--- src/rtl/vga_pattern_timing_gen.sv ---
// Programmable VGA timing generator with five runtime-selectable test patterns; counter-to-pin latency is 2 clk.
// Optional build macro VGA_BIT_REPLICATE_EN: RGB565 expansion by MSB replication instead of zero fill.
module vga_pattern_timing_gen #(
  parameter int H_SYNC   = 96,
  parameter int H_BACK   = 48,
  parameter int H_ACTIVE = 640,
  parameter int H_FRONT  = 16,
  parameter int V_SYNC   = 2,
  parameter int V_BACK   = 33,
  parameter int V_ACTIVE = 480,
  parameter int V_FRONT  = 10,
  parameter int HS_POL   = 0,
  parameter int VS_POL   = 0,
  parameter int GRID     = 32
) (
  input  logic        vga_clk,
  input  logic        sys_rst_n,
  input  logic [2:0]  mode_sel,
  input  logic [23:0] solid_rgb,
  input  logic [15:0] ext_pix_data,
  output logic [11:0] pix_x,
  output logic [11:0] pix_y,
  output logic        hs_out,
  output logic        vs_out,
  output logic        de_out,
  output logic [7:0]  r_out,
  output logic [7:0]  g_out,
  output logic [7:0]  b_out,
  output logic        frame_start,
  output logic [15:0] frame_cnt
);

  localparam logic [15:0] H_LAST    = 16'(H_SYNC + H_BACK + H_ACTIVE + H_FRONT - 1);
  localparam logic [15:0] H_AST     = 16'(H_SYNC + H_BACK);
  localparam logic [15:0] H_AEND    = 16'(H_SYNC + H_BACK + H_ACTIVE);
  localparam logic [15:0] H_SYN     = 16'(H_SYNC);
  localparam logic [15:0] V_LAST    = 16'(V_SYNC + V_BACK + V_ACTIVE + V_FRONT - 1);
  localparam logic [15:0] V_AST     = 16'(V_SYNC + V_BACK);
  localparam logic [15:0] V_AEND    = 16'(V_SYNC + V_BACK + V_ACTIVE);
  localparam logic [15:0] V_SYN     = 16'(V_SYNC);
  localparam logic [11:0] BAR_LAST  = 12'(H_ACTIVE / 8 - 1);
  localparam logic [11:0] GRID_LAST = 12'(GRID - 1);
  localparam logic [11:0] X_LAST    = 12'(H_ACTIVE - 1);
  localparam logic [11:0] Y_LAST    = 12'(V_ACTIVE - 1);
  localparam logic        HS_ACT    = (HS_POL != 0);
  localparam logic        VS_ACT    = (VS_POL != 0);

  function automatic logic [23:0] rgb565_to_888(input logic [15:0] d);
`ifdef VGA_BIT_REPLICATE_EN
    return {d[15:11], d[15:13], d[10:5], d[10:9], d[4:0], d[4:2]};
`else
    return {d[15:11], 3'b000, d[10:5], 2'b00, d[4:0], 3'b000};
`endif
  endfunction

  logic [15:0] h_q, h_d, v_q, v_d;
  logic [2:0]  mode_q, mode_d, bar_q, bar_d;
  logic [11:0] barpx_q, barpx_d, gx_q, gx_d, gy_q, gy_d;
  logic        de1_q, de1_d, hs1_q, hs1_d, vs1_q, vs1_d, fs1_q, fs1_d, ext1_q, ext1_d;
  logic [23:0] rgb1_q, rgb1_d;
  logic        de_q, de_d, hs_q, hs_d, vs_q, vs_d, fs_q, fs_d;
  logic [23:0] rgb_q, rgb_d;
  logic [15:0] frame_cnt_q, frame_cnt_d;

  logic h_act_s, v_act_s, act_s, h_end_s, f_end_s;

  assign h_act_s = (h_q >= H_AST) && (h_q < H_AEND);
  assign v_act_s = (v_q >= V_AST) && (v_q < V_AEND);
  assign act_s   = h_act_s && v_act_s;
  assign h_end_s = (h_q == H_LAST);
  assign f_end_s = h_end_s && (v_q == V_LAST);
  assign pix_x   = act_s ? 12'(h_q - H_AST) : 12'hFFF;
  assign pix_y   = act_s ? 12'(v_q - V_AST) : 12'hFFF;

  // Next-state for counters, pattern stage (stage 1) and output stage (stage 2)
  always_comb begin
    h_d = h_end_s ? 16'd0 : h_q + 16'd1;
    if (h_end_s) begin
      v_d = (v_q == V_LAST) ? 16'd0 : v_q + 16'd1;
    end else begin
      v_d = v_q;
    end
    mode_d = f_end_s ? mode_sel : mode_q;

    // Bar and grid positions are tracked by counters so no divider or modulo is needed
    if (h_act_s) begin
      if (barpx_q == BAR_LAST) begin
        barpx_d = 12'd0;
        bar_d   = bar_q + 3'd1;
      end else begin
        barpx_d = barpx_q + 12'd1;
        bar_d   = bar_q;
      end
      gx_d = (gx_q == GRID_LAST) ? 12'd0 : gx_q + 12'd1;
    end else begin
      barpx_d = 12'd0;
      bar_d   = 3'd0;
      gx_d    = 12'd0;
    end
    if (h_end_s) begin
      if (v_act_s) begin
        gy_d = (gy_q == GRID_LAST) ? 12'd0 : gy_q + 12'd1;
      end else begin
        gy_d = 12'd0;
      end
    end else begin
      gy_d = gy_q;
    end

    de1_d  = act_s;
    hs1_d  = (h_q < H_SYN) ? HS_ACT : ~HS_ACT;
    vs1_d  = (v_q < V_SYN) ? VS_ACT : ~VS_ACT;
    fs1_d  = (h_q == 16'd0) && (v_q == 16'd0);
    ext1_d = (mode_q == 3'd4);
    rgb1_d = 24'h000000;
    case (mode_q)
      3'd0: begin
        case (bar_q)
          3'd0:    rgb1_d = 24'hFFFFFF;
          3'd1:    rgb1_d = 24'hFFFF00;
          3'd2:    rgb1_d = 24'h00FFFF;
          3'd3:    rgb1_d = 24'h00FF00;
          3'd4:    rgb1_d = 24'hFF00FF;
          3'd5:    rgb1_d = 24'hFF0000;
          3'd6:    rgb1_d = 24'h0000FF;
          default: rgb1_d = 24'h000000;
        endcase
      end
      3'd1: begin
        if ((gx_q == 12'd0) || (gy_q == 12'd0) || (pix_x == X_LAST) || (pix_y == Y_LAST)) begin
          rgb1_d = 24'hFFFFFF;
        end else begin
          rgb1_d = 24'h000000;
        end
      end
      3'd2:    rgb1_d = {pix_x[7:0], pix_y[7:0], frame_cnt_q[7:0]};
      3'd3:    rgb1_d = solid_rgb;
      default: rgb1_d = 24'h000000;
    endcase

    de_d = de1_q;
    hs_d = hs1_q;
    vs_d = vs1_q;
    fs_d = fs1_q;
    frame_cnt_d = fs1_q ? frame_cnt_q + 16'd1 : frame_cnt_q;
    // External pixels arrive one clk after pix_x, i.e. alongside stage 1
    if (!de1_q) begin
      rgb_d = 24'h000000;
    end else if (ext1_q) begin
      rgb_d = rgb565_to_888(ext_pix_data);
    end else begin
      rgb_d = rgb1_q;
    end
  end

  // State and pipeline registers
  always_ff @(posedge vga_clk or negedge sys_rst_n) begin
    if (!sys_rst_n) begin
      h_q <= 16'd0;        v_q <= 16'd0;        mode_q <= 3'd0;
      bar_q <= 3'd0;       barpx_q <= 12'd0;    gx_q <= 12'd0;     gy_q <= 12'd0;
      de1_q <= 1'b0;       hs1_q <= ~HS_ACT;    vs1_q <= ~VS_ACT;
      fs1_q <= 1'b0;       ext1_q <= 1'b0;      rgb1_q <= 24'h000000;
      de_q <= 1'b0;        hs_q <= ~HS_ACT;     vs_q <= ~VS_ACT;
      fs_q <= 1'b0;        rgb_q <= 24'h000000; frame_cnt_q <= 16'd0;
    end else begin
      h_q <= h_d;          v_q <= v_d;          mode_q <= mode_d;
      bar_q <= bar_d;      barpx_q <= barpx_d;  gx_q <= gx_d;      gy_q <= gy_d;
      de1_q <= de1_d;      hs1_q <= hs1_d;      vs1_q <= vs1_d;
      fs1_q <= fs1_d;      ext1_q <= ext1_d;    rgb1_q <= rgb1_d;
      de_q <= de_d;        hs_q <= hs_d;        vs_q <= vs_d;
      fs_q <= fs_d;        rgb_q <= rgb_d;      frame_cnt_q <= frame_cnt_d;
    end
  end

  assign hs_out      = hs_q;
  assign vs_out      = vs_q;
  assign de_out      = de_q;
  assign r_out       = rgb_q[23:16];
  assign g_out       = rgb_q[15:8];
  assign b_out       = rgb_q[7:0];
  assign frame_start = fs_q;
  assign frame_cnt   = frame_cnt_q;

endmodule

--- config.mk ---
export PLATFORM = sky130hd
export DESIGN_NAME = vga_pattern_timing_gen
export DESIGN_NICKNAME = d
export VERILOG_FILES = /design/src/rtl/vga_pattern_timing_gen.sv
export SDC_FILE = /design/constraint.sdc
export NUM_CORES = 1
export LEC_CHECK = 0
export CAP_MARGIN = 20
export CELL_PAD_IN_SITES_DETAIL_PLACEMENT = 0
export CELL_PAD_IN_SITES_GLOBAL_PLACEMENT = 1
export CORE_ASPECT_RATIO = 0.7
export CORE_MARGIN = 4
export CORE_UTILIZATION = 45
export CTS_BUF_LIST = sky130_fd_sc_hd__clkbuf_4 sky130_fd_sc_hd__clkbuf_8 sky130_fd_sc_hd__clkbuf_16
export DETAILED_ROUTE_END_ITERATION = 6
export PLACE_DENSITY = 0.94
export SLEW_MARGIN = 20
export SYNTH_ARGS = -nofsm -noshare
export SYNTH_HDL_FRONTEND = slang
export SYNTH_SLANG_ARGS = --single-unit
--- constraint.sdc ---
create_clock -name vga_clk -period 7.41 [get_ports vga_clk]
set_input_delay 2.223 -clock vga_clk [delete_from_list [all_inputs] [get_ports vga_clk]]
set_output_delay 2.223 -clock vga_clk [all_outputs]
set_load 0.02 [all_outputs]
==> qor.yml <==
synth-async-reset-ratio_pct: 100
max_freq_mhz: 171
dr.pass1.iters: 5
synth-seq-cells: 147
vias_per_cell: 5.44
hold_viol_final: 0
synth_xor_area_share_pct: 9.57
fin_worst_skew_ns: 0.0143
antenna_found_initial: 0
dp.cells: 983
synth_top_family_by_area: "simple AND/OR/NAND/NOR gates"
slowest_delay_ns: 0.61
grt_pass1_vias: 5284
syn_area_per_cell_um2: 10.4
cts_buffer_depth: 2
setup_violations: 0
setup_slack_ns: 1.56
grt_pass1_wl_um: 29300
synth_fa_ha_area_share_pct: 3.11
path_class: "flop to primary output"
ys_types: 65
portBuffers: 112
path_clk_slew_ns: 0.07
drive_gt1_share_pct: 8.33
fin_crit_sh_pct: 78.9
dp_hpwl_um: 13100
h-tree-depth: 4
pin_count: 113
status: "finished clean"
syn_inst: 698
cp_cell_sequence: "inv_1, ha_1, nand2b_1, a211oi_1, a211o_1, nor2_2, inv_1, a211o_1, clkdlybuf4s50_1"
area_growth_pct: 25.4
worst-endpoint-required_ns: 5.19
grt_usage_pct: 20.5
final_cells: 1016
num_rows: 38
insertedDiodeCount: 0
ctsRootBufferMaster: "clkbuf_16"
antenna_left: 0
pwr_density_cell_nw_per_um2: 192
syn_nets: 761
ys_seq_area_share_pct: 50.9
numCtsBuffers: 17
grt_start_max_net_pins: 89
clk_latency_ns: 0.43
synth_mux_area_share_pct: 3.43
hold_buffers: 0
critPathBufInv: 3
vdd_drop_max_v: 0.000122
die-area_um2: 18200
ys_warn_count: 0
min_path_type: "flop to flop"
crit_fanout: 12
tightest_slew_ns: 1.03
grt_overflow: 0
startpoint_type: "flop"
critPathSlowestCell: "a211oi_1"
drt_wl_total_um: 18100
finalPower_uw: 1740
setup_tns_ns: 0
design_area_um2: 9070
wl_per_cell_um: 17.8
synth_ff_type: "dfrtp_1"
synth_edf_count: 0
clock-sinks: 147
fin_crit_ns: 5.85
rsz0062_at_grt: "false"
synth-compound-area-share_pct: 7.27
cp_top_family: "compound AO/OA/AOI/OAI gates"
start_util_pct: 46.2
fp.coreArea_um2: 15600
p_leak_uw: 0.00399
vias: 5531
maxCapViolCount: 0
routabilityCongestion: 0.914
slew_violations: 0
drt_iter0_drc: 531
post-cts-setup-buffers: 0
fp.dieW_um: 160
syn_area_um2: 7230
fin_nets: 866
yosys.area_share.simple_pct: 22.4
cts_tree: "built"
dp_slack_ns: 2.09
max-slew-margin-rel_pct: 31.0
setup.worst_path.end_class: "primary output"
arrival_ns: 3.62
die_h_um: 114
dpl_cell_area_um2: 8490
cts_resized: 0
drcViolationCount: 0
Yosys cell counts (all sizes together), types with 2 or more instances:
cell type / number / area, µm²
dfrtp: 143 / 3580
nand2: 67 / 251
nor2: 64 / 243
nand3: 48 / 250
xnor2: 48 / 420
xor2: 31 / 272
nand4: 28 / 175
clkbuf: 23 / 87.6
inv: 23 / 86.3
and3: 19 / 119
nor2b: 19 / 119
ha: 18 / 225
mux2i: 18 / 180
o21ai: 17 / 85.1
nor3: 14 / 75.1
and2: 11 / 68.8
nor4: 10 / 83.8
or3: 10 / 62.6
a221oi: 9 / 85.1
a22oi: 9 / 67.6
a21oi: 8 / 47.6
buf: 8 / 65.1
mux2: 6 / 67.6
dfstp: 4 / 105
nor3b: 4 / 30.0
or4: 3 / 26.3
a2111oi: 2 / 30.0
a211o: 2 / 17.5
a211oi: 2 / 15.0
a22o: 2 / 17.5
a31oi: 2 / 12.5
and4: 2 / 17.5
nand4b: 2 / 17.5
nor4b: 2 / 17.5
o21ba: 2 / 20.0
o21bai: 2 / 18.8
o31ai: 2 / 28.8
or4b: 2 / 23.8
cells by family (layout without fill, tap and decap cells):
family,Yosys count,after routing
mux,24,24
compound gates,66,66
simple gates,310,310
flops,147,147
fa+ha+maj,18,18
xor+xnor,79,79
buf+inv,54,172
worst paths after layout:
path / cells after the start / slack (ns) / from / to
hold / removal: 0 / 0.36 / hs1_q / hs_out
max in group asynchronous: 2 / 4.36 / sys_rst_n / frame_cnt[11]
setup / recovery: 9 / 1.56 / h_q[4] / pix_y[8]
min in group asynchronous: 1 / 1.82 / sys_rst_n / rgb1_q[12]
hold reg to reg: 0 / 0.36 / hs1_q / hs_out
setup reg to reg: 8 / 3.89 / h_q[4] / rgb1_q[16]
cell type report:
| cell class | count | area [µm²] |
|---|---|---|
| Timing Repair Buffer | 117 | 1160 |
| Inverter | 23 | 86.3 |
| Clock buffer | 18 | 433 |
| Multi-Input combinational cell | 497 | 3310 |
| Tap cell | 200 | 250 |
| Clock inverter | 14 | 145 |
| Fill cell | 1277 | 6570 |
| Sequential cell | 147 | 3680 |
layer usage:
layer  GRT usage (%)  up-vias  part of all wire (%)
li1                -     2638                     -
met1            30.5     2699                    49
met2            29.4      176                    43
met3            6.33       18                   7.3
met4            4.68        0                  0.90
met5               0        -                     0
cells in the final DEF (no fill, tap or decap), types with 18 or more instances in the layout:
master / Yosys / final
and3_1: 19 / 19
clkdlybuf4s50_1: 0 / 111
dfrtp_1: 143 / 143
ha_1: 18 / 18
inv_1: 23 / 23
mux2i_1: 18 / 18
nand2_1: 67 / 67
nand3_1: 46 / 46
nand4_1: 28 / 28
nor2_1: 63 / 63
nor2b_1: 19 / 19
xnor2_1: 48 / 48
xor2_1: 31 / 31
metrics by stage:
step                      utilization [%]  hold slack (ns)
final                                58.0            0.358
after global routing                 58.0            0.364
after CTS                            58.0            0.358
after detailed placement             54.3            0.349
after global placement               54.3            0.346
after floorplan                         -            0.345
flip-flops by register name, summed over array words and instances (netlist names):
register,cells
rgb1_q,24
rgb_q,24
frame_cnt,16
h_q,16
v_q,16
barpx_q,12
gx_q,12
gy_q,12
bar_q,3
mode_q,3
de1_q,1
de_out,1
ext1_q,1
frame_start,1
fs1_q,1
hs1_q,1
hs_out,1
vs1_q,1
vs_out,1
worst register-to-register path, delay by kind of cell, from the launching register on:
kind | cells | cell delay (ns)
AO/OA/AOI/OAI | 3 | 1.94
adder cells (fa/ha/maj) | 1 | 0.24
AND/OR/NAND/NOR | 3 | 0.51
buffers and inverters | 1 | 0.17
flip-flops | 1 | 0.47
power breakdown:
group	leakage [µW]	switching (µW)	internal, µW
registers	0.00198	6.02	816
clock network	0.000276	370	477
logic	0.00174	36.5	34.2
total	0.00399	412	1330
No activity file was read; power rests on OpenSTA's default activity.
==> RTL edit 1 (same flow settings) <==
Build with the macro `VGA_BIT_REPLICATE_EN` defined.
--- a/src/rtl/vga_pattern_timing_gen.sv
+++ b/src/rtl/vga_pattern_timing_gen.sv
@@ -1,4 +1,6 @@
 // Programmable VGA timing generator with five runtime-selectable test patterns; counter-to-pin latency is 2 clk.
 // Optional build macro VGA_BIT_REPLICATE_EN: RGB565 expansion by MSB replication instead of zero fill.
+`define VGA_BIT_REPLICATE_EN
+
 module vga_pattern_timing_gen #(
   parameter int H_SYNC   = 96,
Formal check against the unedited RTL: same outputs for any inputs over 10 cycles, from zero or initial values and one cycle with sys_rst_n low; that may be too few to reach the edited logic, so the function may still have changed.
==> RTL edit 1 against the original RTL <==
Final area grew 2.0%; wire length shrank 0.51%; critical path depth is the same; setup slack lost 89 ps; area after synthesis grew 2.1%; cell count grew 5.8%; utilization grew 0.64 points; first-iteration DRC count shrank 24%; power shrank 2.6%; die area grew 2.0%; worst hold slack lost 7.7 ps; sequential cell count is the same.
==> RTL edit 1: results (changes against the original RTL) <==
stage	metric	value	unit	change
synth	seq_area_frac_synth	0.499		was 0.509
grt	antenna_found_initial	0		unchanged
clock_network	cts-root-buf	clkbuf_16		unchanged
grt	grt_max_degree	90		was 89
critical_path	worst_setup_path_start_kind	flop		unchanged
critical_path	cp_max_fo	12		unchanged
place	place_hpwl	13.1	mm	about the same
routing	wl	18.0	mm	was 18.1 mm
clock_network	cts.repair.resized	0		unchanged
synth	yosys-top-cells-count	dfrtp_1 (143), nand2_1 (101), nor2_1 (57)		was dfrtp_1 (143), nand2_1 (67), nor2_1 (63)
layout	layout.nets	905		was 866
clock_network	clock_path_buffers	2		unchanged
power_and_ir_drop	vdd_drop_max	0.000142	V	was 0.000122 V
run_status	outcome	finished clean		unchanged
synth	async_reset_ff_frac	1.00		unchanged
critical_path	crit_slowest_cell	clkdlybuf4s50_1		was a211oi_1
sta	relSlewSlack	0.339		was 0.310
sta	fin_skew	10.0	ps	was 14.3 ps
layout	reg_top3	rgb1_q x24, rgb_q x24		unchanged
layout	n_antenna_cell	0		unchanged
routing	drt_iter0_markers	405		was 531
clock_network	htree_levels	4		unchanged
grt	gr-usage-met3	0.0559		was 0.0633
synth	syn_nets	806		was 761
clock_network	clk_latency	420	ps	
place	gp_congestion	0.851		was 0.914
layout	drive_above_1_share	0.0678		was 0.0833
synth	synth_top_cells_by_area	dfrtp_1 (48%), xnor2_1 (5.6%), nand2_1 (5.1%), nand3_1 (3.3%), ha_1 (3.0%)		was dfrtp_1 (49%), xnor2_1 (5.8%), xor2_1 (3.8%), nand2_1 (3.5%), nor2_1 (3.3%)
synth	synth_cell_types	59		was 65
routing	vias	5757		was 5531
critical_path	r2r_start	h_q[4]		unchanged
grt	met1_usage	0.287		was 0.305
critical_path	worstPathArrival	3710	ps	was 3620 ps
min_path	holdCritStartpoint	hs1_q		unchanged
min_path	min_path_type	flop to flop		unchanged
grt	use_met2	0.302		was 0.294
routing	dr.pass1.iters	5		unchanged
place	io_buffer_count	112		unchanged
critical_path	slowest_delay	570	ps	was 610 ps
grt	grt_pass1_wl	29.3	mm	about the same
power_and_ir_drop	leakagePower	3.86	nW	was 3.99 nW
clock_network	postCtsSetupBuffers	0		unchanged
clock_network	numCtsBuffers	17		unchanged
place	place_area	8670	µm²	was 8490 µm²
grt	grt_pass1_vias	5425		was 5284
grt	groute.usage.overall	0.200		was 0.205
clock_network	cts.clk_slew.worst_paths	60	ps	
RTL edit 1: worst max-delay path: cells and delay by family (launching register included):
family	cells	cell delay, ps
buffers and inverters	3	860
AND/OR/NAND/NOR	3	990
flip-flops	1	450
adder cells (fa/ha/maj)	1	260
AO/OA/AOI/OAI	2	720
RTL edit 1: routing by layer:
metal,share of wire,vias to the layer above
met3,0.059,13
met2,0.45,153
met5,0,-
met4,0.010,0
met1,0.48,2807
li1,-,2784
RTL edit 1: path summary, 6_finish.rpt:
kind / endpoint / slack (ps) / depth (start not counted)
worst min-delay path: hs_out / 350 / 0
worst max register to register: rgb1_q[16] / 4410 / 9
worst max-delay path: pix_x[9] / 1470 / 9
min in group asynchronous: rgb_q[9] / 1840 / 1
max in group asynchronous: v_q[2] / 4270 / 2
worst min register to register: hs_out / 350 / 0
RTL edit 1: through the flow:
step           power (mW)  cells  setup slack, ps
3_3_place_gp        0.858   1043             2030
6_report             1.69   1075             1470
3_5_place_dp        0.858   1043             1900
5_1_grt              1.75   1075             1200
2_1_floorplan       0.818    743             2880
4_1_cts              1.71   1075             1430
RTL edit 1: kinds of logic after synthesis:
logic type / synth area share
compound gates: 0.110
mux: 0.0227
fa+ha+maj: 0.0305
flops: 0.499
buf+inv: 0.0291
xor+xnor: 0.0842
simple gates: 0.225
RTL edit 1: final cells by class:
class | instances | area [µm²]
clock buffers | 18 | 439
clock inverters | 14 | 146
fillers | 1357 | 6530
inverters | 21 | 78.8
multi-input cells | 541 | 3490
flip-flops and latches | 147 | 3680
well taps | 220 | 275
repair buffers | 114 | 1140
RTL edit 1: report_power, final:
| part | internal, mW | switching (mW) |
|---|---|---|
| Sequential | 0.803 | 0 |
| Clock | 0.483 | 0.369 |
| Combinational | 0.0207 | 0.0190 |
| Total | 1.31 | 0.388 |
==> RTL edit 2 (config.mk and constraints unchanged) <==
Without the edit above. `rgb1_q` no longer has a reset.
--- a/src/rtl/vga_pattern_timing_gen.sv
+++ b/src/rtl/vga_pattern_timing_gen.sv
@@ -160,5 +160,5 @@
       bar_q <= 3'd0;       barpx_q <= 12'd0;    gx_q <= 12'd0;     gy_q <= 12'd0;
       de1_q <= 1'b0;       hs1_q <= ~HS_ACT;    vs1_q <= ~VS_ACT;
-      fs1_q <= 1'b0;       ext1_q <= 1'b0;      rgb1_q <= 24'h000000;
+      fs1_q <= 1'b0;       ext1_q <= 1'b0;      
       de_q <= 1'b0;        hs_q <= ~HS_ACT;     vs_q <= ~VS_ACT;
       fs_q <= 1'b0;        rgb_q <= 24'h000000; frame_cnt_q <= 16'd0;
@@ -167,8 +167,12 @@
       bar_q <= bar_d;      barpx_q <= barpx_d;  gx_q <= gx_d;      gy_q <= gy_d;
       de1_q <= de1_d;      hs1_q <= hs1_d;      vs1_q <= vs1_d;
-      fs1_q <= fs1_d;      ext1_q <= ext1_d;    rgb1_q <= rgb1_d;
+      fs1_q <= fs1_d;      ext1_q <= ext1_d;    
       de_q <= de_d;        hs_q <= hs_d;        vs_q <= vs_d;
       fs_q <= fs_d;        rgb_q <= rgb_d;      frame_cnt_q <= frame_cnt_d;
     end
+  end
+
+  always_ff @(posedge vga_clk) begin
+    rgb1_q <= rgb1_d;
   end
 
Behaviour: no difference found for any inputs over 10 cycles, from zero or initial values and one cycle with sys_rst_n low; that may be too few to reach the edited logic, so the function may still have changed.
==> RTL edit 2 against the original RTL <==
Wire length shrank 3.1%; register-to-register slack better by 210 ps; area after synthesis is 1.7% lower; utilization fell by 0.27 points; power decreased by 0.49%; sequential cell count unchanged; final area down 1.4%; cell count is essentially flat; highest routed layer unchanged; critical path type unchanged; setup slack improved by 61 ps; critical endpoint unchanged.
==> RTL edit 2: results (changes against the original RTL) <==
stage	metric	value	unit	change
run_status	outcome	finished clean		unchanged
synth	synth_top_cells_by_area	dfrtp_1 (42%), dfxtp_1 (6.8%), xnor2_1 (5.9%), xor2_1 (3.8%), nand2_1 (3.5%)		was dfrtp_1 (49%), xnor2_1 (5.8%), xor2_1 (3.8%), nand2_1 (3.5%), nor2_1 (3.3%)
grt	grt_pass1_wl	28.4	mm	was 29.3 mm
grt	grt_pass1_vias	5256		was 5284
critical_path	crit_slowest_cell	clkdlybuf4s50_1		was a211oi_1
clock_network	cts.repair.resized	0		unchanged
synth	async_reset_ff_frac	0.837		was 1.00
place	dp_slack	2100	ps	was 2090 ps
synth	yosys-top-cells-count	dfrtp_1 (119), nand2_1 (67), nor2_1 (63)		was dfrtp_1 (143), nand2_1 (67), nor2_1 (63)
routing	wl_per_cell	17.3	µm	was 17.8 µm
grt	groute.usage.overall	0.201		was 0.205
power_and_ir_drop	vdd_drop_max	0.000125	V	was 0.000122 V
layout	drive_above_1_share	0.0822		was 0.0833
sta	worst_slew_pin_slew	978	ps	was 1030 ps
layout	layout.nets	865		was 866
routing	dr.pass1.iters	5		unchanged
grt	grt_max_degree	85		was 89
place	gp_congestion	0.897		was 0.914
layout	n_fill_cell	1297		was 1277
critical_path	worstPathArrival	3560	ps	was 3620 ps
power_and_ir_drop	p_sw	0.401	mW	was 0.412 mW
critical_path	slowest_delay	590	ps	was 610 ps
die	core_region_area	15500	µm²	was 15600 µm²
routing	drt_iter0_markers	395		was 531
routing	vias	5473		was 5531
power_and_ir_drop	leakagePower	3.89	nW	was 3.99 nW
place	place_area	8360	µm²	was 8490 µm²
synth	synth_cell_types	66		was 65
routing	via_per_inst	5.39		was 5.44
## RTL edit 2: cell families (layout without fill, tap and decap cells)
family                     count (synthesis)  count (layout)  synth area share
DFF                                      147             147             0.501
xor gates and xnor gates                  79              79            0.0973
muxes                                     24              24            0.0348
adders and majority gates                 18              18            0.0317
and+or+nand+nor                          310             310             0.228
AOI/OAI and AO/OA                         66              66            0.0739
buffers and inverters                     54             171            0.0336
## RTL edit 2: layer usage
metal | GRT usage | wire length (µm) | up-vias
met4 | 0.0483 | 276 | 0
met2 | 0.290 | 7690 | 161
met1 | 0.304 | 8430 | 2653
met3 | 0.0501 | 1120 | 22
met5 | 0 | 0 | -
li1 | - | - | 2637
## RTL edit 2: area by class of cell
cell class,count,share of cell area
Timing Repair Buffer,116,0.129
Inverter,23,0.00965
Clock buffer,18,0.0491
Tap cell,200,0.0280
Clock inverter,14,0.0157
Sequential cell,147,0.398
Multi-Input combinational cell,497,0.370
## RTL edit 2: path summary, 6_finish.rpt
path                                start         end  slack [ps]  cells after the start
worst min-delay path                vs1_q      vs_out         360                      0
worst max register to register     h_q[4]  rgb1_q[11]        4100                      8
min in group asynchronous       sys_rst_n   rgb_q[15]        1850                      1
max in group asynchronous       sys_rst_n      hs_out        4520                      2
worst max-delay path               h_q[4]    pix_y[8]        1620                      9
worst min register to register      vs1_q      vs_out         360                      0
## RTL edit 2: power by group through the flow
stage	registers, mW	clock network, mW	logic [mW]
3_3_place_gp	0.836	0	0.0670
2_1_floorplan	0.833	0	0.0253
4_1_cts	0.821	0.857	0.0680
5_1_grt	0.822	0.895	0.0747
3_5_place_dp	0.836	0	0.0670
6_report	0.821	0.843	0.0668
## RTL edit 2: stage by stage
stage / hold slack [ps] / total power, mW
2_1_floorplan: 345 / 0.858
3_3_place_gp: 346 / 0.903
3_5_place_dp: 347 / 0.903
4_1_cts: 358 / 1.75
5_1_grt: 358 / 1.79
6_report: 357 / 1.73
## RTL edit 2: worst reg2reg max path, stage by stage (launching register included)
cell and delay, ps:
dfrtp_1 470, inv_1 170, ha_1 230, nand2b_1 130
a211oi_1 570, a211o_1 490, nor4_2 130, o31ai_4 770
nand3_1 170
